--- src/rtl/touch_feedback.sv ---
// touch_feedback
//   Haptic/buzzer burst driver. A rising edge on the combined touch level (while enabled)
//   plays a burst of PULSES on-pulses of ON_CYCLES each, separated by OFF_CYCLES gaps,
//   with no trailing gap after the last pulse.
//
// Build option:
//   TOUCH_FEEDBACK_RETRIGGER_EN  defined   -> a rise during a burst restarts it (no done for
//                                             the abandoned burst)
//                                undefined -> rises while busy are ignored
//
// Ports:
//   i_clk      system clock
//   i_rst      asynchronous, active-high reset
//   i_en       feedback enable; low ignores touches and aborts a running burst
//   i_touched  combined touch level, synchronous to i_clk
//   o_motor    registered motor/buzzer drive, high = on
//   o_busy     high while a burst is in progress
//   o_done     one-cycle pulse when a burst completes normally

module touch_feedback #(
    parameter int unsigned ON_CYCLES  = 5_000_000,
    parameter int unsigned OFF_CYCLES = 5_000_000,
    parameter int unsigned PULSES     = 2
) (
    input  logic i_clk,
    input  logic i_rst,
    input  logic i_en,
    input  logic i_touched,
    output logic o_motor,
    output logic o_busy,
    output logic o_done
);

    localparam logic [1:0] ST_IDLE = 2'd0;
    localparam logic [1:0] ST_ON   = 2'd1;
    localparam logic [1:0] ST_GAP  = 2'd2;

    localparam logic [31:0] ON_LAST    = 32'(ON_CYCLES - 1);
    localparam logic [31:0] OFF_LAST   = 32'(OFF_CYCLES - 1);
    localparam logic [7:0]  PULSE_LAST = 8'(PULSES - 1);

    logic [1:0]  r_state;
    logic [31:0] r_phase;
    logic [7:0]  r_pulse;
    logic        r_touched_d;
    logic        r_motor;
    logic        r_busy;
    logic        r_done;

    logic [1:0]  w_state_next;
    logic [31:0] w_phase_next;
    logic [7:0]  w_pulse_next;
    logic        w_done_next;
    logic        w_rise;

    // touched_d resets high so a level already asserted out of reset is not an edge.
    assign w_rise = i_touched & ~r_touched_d & i_en;

    always_comb begin
        w_state_next = r_state;
        w_phase_next = r_phase;
        w_pulse_next = r_pulse;
        w_done_next  = 1'b0;

        case (r_state)
            ST_IDLE: begin
                if (w_rise) begin
                    w_state_next = ST_ON;
                    w_phase_next = '0;
                    w_pulse_next = '0;
                end
            end

            ST_ON: begin
                if (!i_en) begin
                    w_state_next = ST_IDLE;
                    w_phase_next = '0;
                    w_pulse_next = '0;
                end else if (r_phase == ON_LAST) begin
                    w_phase_next = '0;
                    if (r_pulse == PULSE_LAST) begin
                        w_state_next = ST_IDLE;
                        w_pulse_next = '0;
                        w_done_next  = 1'b1;
                    end else begin
                        w_state_next = ST_GAP;
                        w_pulse_next = r_pulse + 8'd1;
                    end
                end else begin
                    w_phase_next = r_phase + 32'd1;
                end
            end

            ST_GAP: begin
                if (!i_en) begin
                    w_state_next = ST_IDLE;
                    w_phase_next = '0;
                    w_pulse_next = '0;
                end else if (r_phase == OFF_LAST) begin
                    w_state_next = ST_ON;
                    w_phase_next = '0;
                end else begin
                    w_phase_next = r_phase + 32'd1;
                end
            end

            default: begin
                w_state_next = ST_IDLE;
                w_phase_next = '0;
                w_pulse_next = '0;
            end
        endcase

`ifdef TOUCH_FEEDBACK_RETRIGGER_EN
        // A fresh touch mid-burst (including on the completion edge) restarts from the
        // first pulse; the abandoned burst never reports done.
        if (w_rise && (r_state != ST_IDLE)) begin
            w_state_next = ST_ON;
            w_phase_next = '0;
            w_pulse_next = '0;
            w_done_next  = 1'b0;
        end
`endif
    end

    always_ff @(posedge i_clk or posedge i_rst) begin
        if (i_rst) begin
            r_state     <= ST_IDLE;
            r_phase     <= '0;
            r_pulse     <= '0;
            r_touched_d <= 1'b1;
            r_motor     <= 1'b0;
            r_busy      <= 1'b0;
            r_done      <= 1'b0;
        end else begin
            r_state     <= w_state_next;
            r_phase     <= w_phase_next;
            r_pulse     <= w_pulse_next;
            r_touched_d <= i_touched;
            // Outputs are decoded from the next state so they change on the same edge.
            r_motor     <= (w_state_next == ST_ON);
            r_busy      <= (w_state_next != ST_IDLE);
            r_done      <= w_done_next;
        end
    end

    assign o_motor = r_motor;
    assign o_busy  = r_busy;
    assign o_done  = r_done;

endmodule

--- config.mk ---
export PLATFORM = sky130hd
export DESIGN_NAME = touch_feedback
export DESIGN_NICKNAME = d
export VERILOG_FILES = /design/src/rtl/touch_feedback.sv
export SDC_FILE = /design/constraint.sdc
export NUM_CORES = 1
export LEC_CHECK = 0
export CAP_MARGIN = 20
export CORE_UTILIZATION = 45
export CTS_BUF_LIST = sky130_fd_sc_hd__clkbuf_8
export CTS_CLUSTER_DIAMETER = 80
export DETAILED_ROUTE_END_ITERATION = 8
export GPL_TIMING_DRIVEN = 0
export PLACE_DENSITY = 0.72
export SETUP_SLACK_MARGIN = 0.05
export SLEW_MARGIN = 25
export SYNTH_ARGS = -nofsm -noshare
export SYNTH_HDL_FRONTEND = slang
export SYNTH_SLANG_ARGS = --single-unit
--- constraint.sdc ---
create_clock -name i_clk -period 2.55 [get_ports i_clk]
set_input_delay 0.51 -clock i_clk [delete_from_list [all_inputs] [get_ports i_clk]]
set_output_delay 0.51 -clock i_clk [all_outputs]
set_load 0.05 [all_outputs]
==> impl_metrics.py <==
metrics = {
    "synthesis": {
        "synth_top_area_frac": 0.400,
        "synthFlopType": "dfrtp_1",
        "ys_warn_count": 0,
        "synth_xor_area_frac": 0.0653,
        "syn_nets": 288,
        "ys_ff_latch": 46,
        "muxShareOfSynthArea": 0.00800,
        "synth-simple-area-share": 0.309,
        "async_flop_share": 1.00,
        "synth_top_family_by_area": "simple AND/OR/NAND/NOR gates",
        "synthDominantAreaCellType": "dfrtp_1",
        "synth_cells": 277,
        "synth_adder_area_share": 0.0311,
        "yosysUniqueCellTypes": 60,
        "ys_seq_area_frac": 0.409,
        "synthTopCellsByCount": "45 x dfrtp_1, 28 x nand2_1, 21 x nor2_2",
        "synth.most_common_cell": "dfrtp_1",
        "synth_compound_area_frac": 0.138,
        "syn_avg_cell_area_um2": 10.2,
        "synthTopCellsByArea": "dfrtp_1 40%, nor2_2 4.7%, xor2_1 4.4%",
        "synth_edf_count": 0,
        "synth_area_um2": 2820,
    },
    "floorplanning": {
        "placementRows": 28,
        "die_w_um": 81.1,
        "die_area_um2": 6580,
        "initial_core_util": 0.470,
        "die_y_um": 81.1,
        "fp.coreArea_um2": 5990,
        "io_pins": 7,
    },
    "setup_path": {
        "cp.arrival_ps": 2530,
        "path_max_fanout": 7,
        "cp_top_family": "compound AO/OA/AOI/OAI gates",
        "required_ps": 2770,
        "path_cells": "clkdlybuf4s50_1 > nand3b_4 > a22oi_1 > nand3_1 > o41a_1 > o2bb2ai_1",
        "slowest_stage": "a22oi_1",
        "crit_type": "input pin to flop",
        "cp_num_buf_inv": 1,
        "slowest_delay_ps": 560,
        "startpoint_type": "input pin",
        "end_kind": "flop",
    },
    "grt": {
        "grt_start_max_net_pins": 32,
        "grt_overflow": 0,
        "antenna_found_initial": 0,
        "gr-usage-all-layers": 0.191,
        "grt_pass1_wl_mm": 9.74,
        "grt_pass1_vias": 2075,
    },
    "detailed_routing": {
        "routed_wl_mm": 5.45,
        "via_count": 2120,
        "drcViolationCount": 0,
        "dr.pass1.iters": 4,
        "drt-initial-drc-count": 79,
        "ant_nets": 0,
        "avgRoutedWirePerCell_um": 14.9,
        "vias_per_cell": 5.79,
    },
    "power": {
        "power.density_nw_per_um2": 564,
        "irDropWorstVdd_mv": 0.532,
        "p_leak_uw": 0.00122,
        "power_uw": 1730,
    },
    "finish": {
        "n_fill_cell": 559,
        "multi_input_area_um2": 1560,
        "postLayoutCellArea_um2": 3070,
        "fin_cells": 366,
        "diodes": 0,
        "nets": 302,
        "layout-drive-gt1-share": 0.223,
        "area_growth_pct": 9.02,
        "seqCellArea_um2": 1150,
        "post-route-util": 0.512,
    },
    "worst_hold_path": {
        "hold_class": "input pin to async pin",
    },
    "timing": {
        "tightest_slew_ps": 680,
        "slew_violations": 0,
        "rsz0062_at_grt": "no",
        "hold_viol": 0,
        "maxSlewHeadroom": 0.543,
        "finClkSkew_ps": 6.15,
        "min_period_over_period": 0.908,
        "fmax_ghz": 0.432,
        "fin_crit_ps": 2320,
        "setup_viol_count_final": 0,
    },
    "place": {
        "hpwl_mm": 4.07,
        "gp_congestion": 0.792,
        "dp.cells": 358,
        "io_buffers": 5,
        "place_area_um2": 2980,
    },
    "outcome": {
        "status": "complete, no violations",
    },
    "clocking": {
        "htree_num_levels": 2,
        "clock_path_buffers": 2,
        "cts_sinks": 46,
        "clkLatencyLatePin_ps": 290,
        "cts_root_buf": "clkbuf_8",
        "cts.clk_slew.worst_paths_ps": 80,
        "cts_tree": "yes",
        "cts_buffers": 5,
    },
    "run": {
        "maxCapViolCount": 0,
    },
}
-- cell usage in the layout (no fill, tap or decap), drive strengths merged, types with 4 or more instances in the layout --
cell / n
o21ai: 11
nor3: 4
and4: 5
ha: 7
or3: 9
a21oi: 12
and2: 4
buf: 8
nor2: 28
xnor2: 7
clkbuf: 7
nand3: 11
clkdlybuf4s50: 5
or4: 4
xor2: 14
nor4: 8
nand2: 28
nand4: 13
o2bb2ai: 5
a31oi: 5
dfrtp: 45
inv: 14
-- metrics by stage --
stage	TNS, ps	worst slack, ps	hold slack, ps
after CTS	0	59.8	524
final	0	234	510
after global placement	-2210	-174	521
after detailed placement	-1670	-229	536
after floorplan	0	458	486
after global routing	0	101	535
-- per-layer routing --
metal	GRT usage	vias to the layer above	share of wire
li1	-	1044	-
met1	0.246	1051	0.48
met2	0.333	20	0.50
met3	0.0337	5	0.019
met4	0.0429	0	0.0075
met5	0	-	0
-- power by group --
group | total, µW | internal, µW | switching (µW)
combinational | 508 | 163 | 345
sequential | 804 | 770 | 34.8
clock | 418 | 181 | 237
total | 1730 | 1110 | 616
-- worst reg2reg max path, stage by stage (launching register included) --
cell and delay [ps]:
dfrtp_1 420, nor4_1 480, nand2_1 200, nor4_4 510, o21ai_2 210, mux2_1 370
-- kinds of logic after synthesis --
group,after synthesis
muxes,2
adders and majority gates,7
buffers and inverters,20
DFF,46
xor gates and xnor gates,21
and+or+nand+nor,133
AOI/OAI and AO/OA,48
-- state kept, by name, indices dropped and copies added (netlist names) --
register and cells:
r_state 2, r_pulse 8, r_touched_d 1, r_phase 32, o_busy 1, o_motor 1
o_done 1
-- area by class of cell --
cell class / count / share of cell area
multi-input combinational: 211 / 0.508
sequential: 46 / 0.375
tap: 75 / 0.0306
timing repair buffer: 7 / 0.0253
clock buffer: 5 / 0.0224
buffer: 8 / 0.0216
inverter: 12 / 0.0147
clock inverter: 2 / 0.00245
-- worst paths after layout --
path                                              start  slack, ps  depth (start not counted)                 endpoint
min in group i_clk               r_phase[1]$_DFFE_PP0P_        560                          2   r_phase[1]$_DFFE_PP0P_
worst min-delay path                              i_rst        510                          2  r_phase[24]$_DFFE_PP0P_
max in group asynchronous                         i_rst       1490                          3    r_touched_d$_DFF_PP1_
worst max register to register  r_phase[26]$_DFFE_PP0P_        240                          5   r_pulse[1]$_DFFE_PP0P_
worst min register to register   r_phase[1]$_DFFE_PP0P_        560                          2   r_phase[1]$_DFFE_PP0P_
worst max-delay path                          i_touched        230                          6   r_pulse[7]$_DFFE_PP0P_
-- repair_timing --
item | in CTS | in global routing
hold buffers | 0 | 0
buffers inserted | 0 | 1
endpoints found under the hold margin | 0 | 0
resized for setup | 0 | 4
setup endpoints to repair | 0 | 7
No activity file was read; power rests on OpenSTA's default activity.
==> RTL edit 1, RTL diff (same flow settings) <==
The output `o_done` loses its register stage (`r_done` becomes a continuous assignment).
--- a/src/rtl/touch_feedback.sv
+++ b/src/rtl/touch_feedback.sv
@@ -133,3 +133,2 @@
             r_busy      <= 1'b0;
-            r_done      <= 1'b0;
         end else begin
@@ -142,5 +141,6 @@
             r_busy      <= (w_state_next != ST_IDLE);
-            r_done      <= w_done_next;
         end
     end
+
+    assign r_done = w_done_next;
 
Formal check against the unedited RTL: no difference found for any inputs over 10 cycles, from zero or initial values and one cycle with i_rst high; that may be too few to reach the edited logic, so the function may still have changed.
==> RTL edit 1 against the unedited design <==
The flow now finishes with violations (negative setup slack). Sequential cell count down 1. Power fell by 6.3%. Routed wire length rose by 2.4%. Count of clock-buffer cells in the layout stayed put. Final area is 4.4% lower. Sequential share of layout area grew 1.1 points. Area after synthesis is 9.0% lower. Setup slack got worse by 0.28 ns. Largest power group unchanged.
==> RTL edit 1: results (changes against the unedited design) <==
status=finished, violations left; failing checks=negative setup slack; PnR worst setup slack=-0.0500 ns (-0.284 ns); final WL=5.58 mm (+2.4%); Initial DRC Count=99 (+25%); Reg clk slew, reported paths=0.09 ns; met1 usage=26.0% (+1.4 points); first-pass GRT wire length=9.89 mm (+1.6%); Inst Count DP=344 (-3.9%); max_slew headroom=61.8% (+7.5 points); Async SR Flop Fraction=100% (unchanged); commonest cells in the netlist=44 x dfrtp_1, 34 x nor2_1, 23 x nand2_1; Filler cells=488 (-13%); fraction of layout cells with a size suffix above 1=15.1% (-7.2 points); register area share after synthesis=44.0% (+3.1 points); critical path's slowest cell=or4_4; Most used DFF post-synth=dfrtp_1; IO Port Bufs=5 (unchanged); Final HPWL DP=3.90 mm (-4.1%); main area contributors after synthesis=dfrtp_1 43%, xor2_1 5.8%, nor2_1 5.0%, nand3_1 3.7%, ha_1 3.4%; delay-heaviest family, CP=simple AND/OR/NAND/NOR gates; met2 Use GR=35.3% (+2.0 points); vias in the first global route=2138 (+3.0%); largest net degree at the start of global routing=26 (-19%); vias per cell=5.75 (-0.70%); gr usage total=20.7% (+1.6 points); Setup Total Neg Slack=-0.0500 ns (-0.0500 ns); CTS HTree Levels=2 (unchanged); Layout Cells excl Fill=363 (-0.82%); Hold/Removal Path Class=flop to flop; Netlist cell types=45 (-25%); Regs by FF count=r_phase: 32 flops, r_pulse: 8 flops, r_state: 2 flops; ANT cells=0 (unchanged); Synth Warn #=0 (unchanged); GP Congestion=0.785 (-0.86%); Longest Clk Path Bufs=2 (unchanged); drt first pass iters=5 (+1); dpl cell area=0.00274 mm2 (-8.0%); pre-CTS setup slack=-0.623 ns (-0.395 ns); Pleak=1.29 nW (+5.9%); initial antenna violation count=0 (unchanged); Max FO, Critical Path=2 (-5); Worst Skew=0.0110 ns (+0.00485 ns); Inserted Clock Buffers=5 (unchanged); Skew-Pair Late Insertion Delay=0.30 ns; Final nets=301 (-0.33%); root buffer cell=clkbuf_8; Cells after Synth=266 (-4.0%); largest stage delay on the critical path=0.55 ns; Synthesized Nets=277 (-3.8%); design area=0.00293 mm2 (-4.4%); grt met3 use=3.53% (+0.16 points); Worst EP arrival=2.09 ns (-0.44 ns); final setup vio count=1 (+1); Peak VDD IR=400 uV (-25%)
RTL edit 1: final cells by class:
cell class,count,share of cell area [%]
flip-flops and latches,45,38.6
repair buffers,17,5.50
plain buffers,6,1.66
clock buffers,5,2.35
multi-input cells,209,47.7
inverters,6,0.768
well taps,72,3.07
clock inverters,3,0.384
RTL edit 1: where the power goes:
part           switching, mW  leakage [nW]  internal, mW  total (mW)
Combinational          0.283         0.622         0.147       0.430
Sequential            0.0284         0.614         0.747       0.775
Clock                  0.233        0.0519         0.183       0.416
Total                  0.544          1.29          1.08        1.62
RTL edit 1: logic make-up after synthesis:
kind of cell,share of synthesized area (%)
XOR/XNOR,7.52
multiplexers,2.25
flip-flops,44.0
AND/OR/NAND/NOR,31.1
AO/OA/AOI/OAI,8.99
adder cells (fa/ha/maj),3.42
buffers and inverters,2.78
RTL edit 1: per-layer routing:
layer / vias up / share of wire (%)
met5: - / 0
met4: 0 / 1.1
met3: 5 / 3.6
met2: 39 / 50
met1: 1029 / 45
li1: 1015 / -
RTL edit 1: what timing repair did:
| item | CTS | global route |
|---|---|---|
| setup endpoints to repair | 3 | 2 |
| gates cloned | 0 | 0 |
| pin swaps | 2 | 4 |
| buffers inserted | 5 | 6 |
| gates resized for setup | 12 | 3 |
RTL edit 1: final timing paths:
path | start | to | slack [ns] | cells after the start
min in group asynchronous | i_rst | r_pulse[5] | 0.58 | 2
max in group asynchronous | i_rst | r_phase[12] | 1.46 | 3
hold reg to reg | r_phase[1] | r_phase[1] | 0.54 | 2
hold / removal | r_phase[1] | r_phase[1] | 0.54 | 2
setup reg to reg | r_phase[15] | r_pulse[6] | 0.11 | 7
setup / recovery | r_phase[15] | o_done | -0.05 | 5
==> RTL edit 2, RTL diff (same settings) <==
Without the edit above. Add a define of `TOUCH_FEEDBACK_RETRIGGER_EN`.
--- a/src/rtl/touch_feedback.sv
+++ b/src/rtl/touch_feedback.sv
@@ -18,2 +18,4 @@
 //   o_done     one-cycle pulse when a burst completes normally
+
+`define TOUCH_FEEDBACK_RETRIGGER_EN
 
Function: no difference found for any inputs over 10 cycles, from zero or initial values and one cycle with i_rst high; that may be too few to reach the edited logic, so the function may still have changed.
==> RTL edit 2 against the unedited design <==
Final area is 11% lower. Register-to-register slack better by 0.07 ns. Via count is 12% lower. Critical endpoint is now r_pulse[6]. Area after synthesis is 14% lower. Sequential cell count stayed put. Synthesized cell count is 5.8% lower. Global-route usage is 0.48 points lower. Setup slack worse by 0.069 ns. Routed wire length is 16% lower. Clock skew is 0.00081 ns higher. Die area is 14% lower.
Power is not compared: it rests on default switching activity, and its combinational part moved more than twofold at a synthesized area within 25%.
==> RTL edit 2: results (changes against the unedited design) <==
met1 usage=25.9% (+1.2 points); fraction of layout cells with a size suffix above 1=7.94% (-14 points); Netlist cell types=39 (-35%); delay-heaviest family, CP=simple AND/OR/NAND/NOR gates; first-pass GRT wire length=7.87 mm (-19%); largest stage delay on the critical path=0.59 ns (+0.03 ns); Layout Cells excl Fill=347 (-5.2%); Inst Count DP=338 (-5.6%); IO Port Bufs=6 (+1); area of the multi-input gates=0.00123 mm2 (-21%); FF-to-FF Start=r_phase[12]; Skew-Pair Late Insertion Delay=0.31 ns (+0.02 ns); Filler cells=500 (-11%); FF-to-FF path depth=7 (+2); R2R Setup Slk=0.31 ns (+0.07 ns); Final clock-cell share=4.18% (+1.7 points); gr usage total=18.6% (-0.48 points); largest net degree at the start of global routing=27 (-16%); grt met3 use=4.42% (+1.0 points); M1 WL=2.37 mm (-8.4%); status=finished clean; vias post-DR=1862 (-12%); final period demand of the worst path=2.39 ns (+0.0694 ns); sequential cell area share=42.3% (+4.8 points); Worst EP arrival=2.62 ns (+0.09 ns); Worst Skew=0.00696 ns (+0.000812 ns); register area share after synthesis=47.8% (+6.9 points); met3 wire length=120 um (+13%); Final nets=287 (-5.0%); Final HPWL DP=3.19 mm (-22%)
## RTL edit 2: cell count changes in the layout (fill, tap and decap cells not counted), moves of 5 or more
| cell | before | now |
|---|---|---|
| nor2_1 | 6 | 43 |
| nor2_2 | 22 | 0 |
| xnor2_1 | 7 | 15 |
| a21oi_2 | 9 | 2 |
| and3_1 | 2 | 7 |
| inv_1 | 13 | 8 |
| o2bb2ai_1 | 5 | 0 |
| or3_1 | 9 | 4 |
## RTL edit 2: cell families (layout without fill, tap and decap cells)
logic type	Yosys count	after routing	share of synthesized area [%]
xor+xnor	29	29	10.5
buf+inv	14	30	2.23
flops	46	46	47.8
fa+ha+maj	7	7	3.63
simple gates	134	134	27.5
compound gates	30	30	7.89
mux	1	1	0.415
## RTL edit 2: what timing repair did
item	CTS	global route
pin swaps	0	1
buffers inserted	0	1
endpoints found under the setup margin	2	33
gates resized for setup	0	6
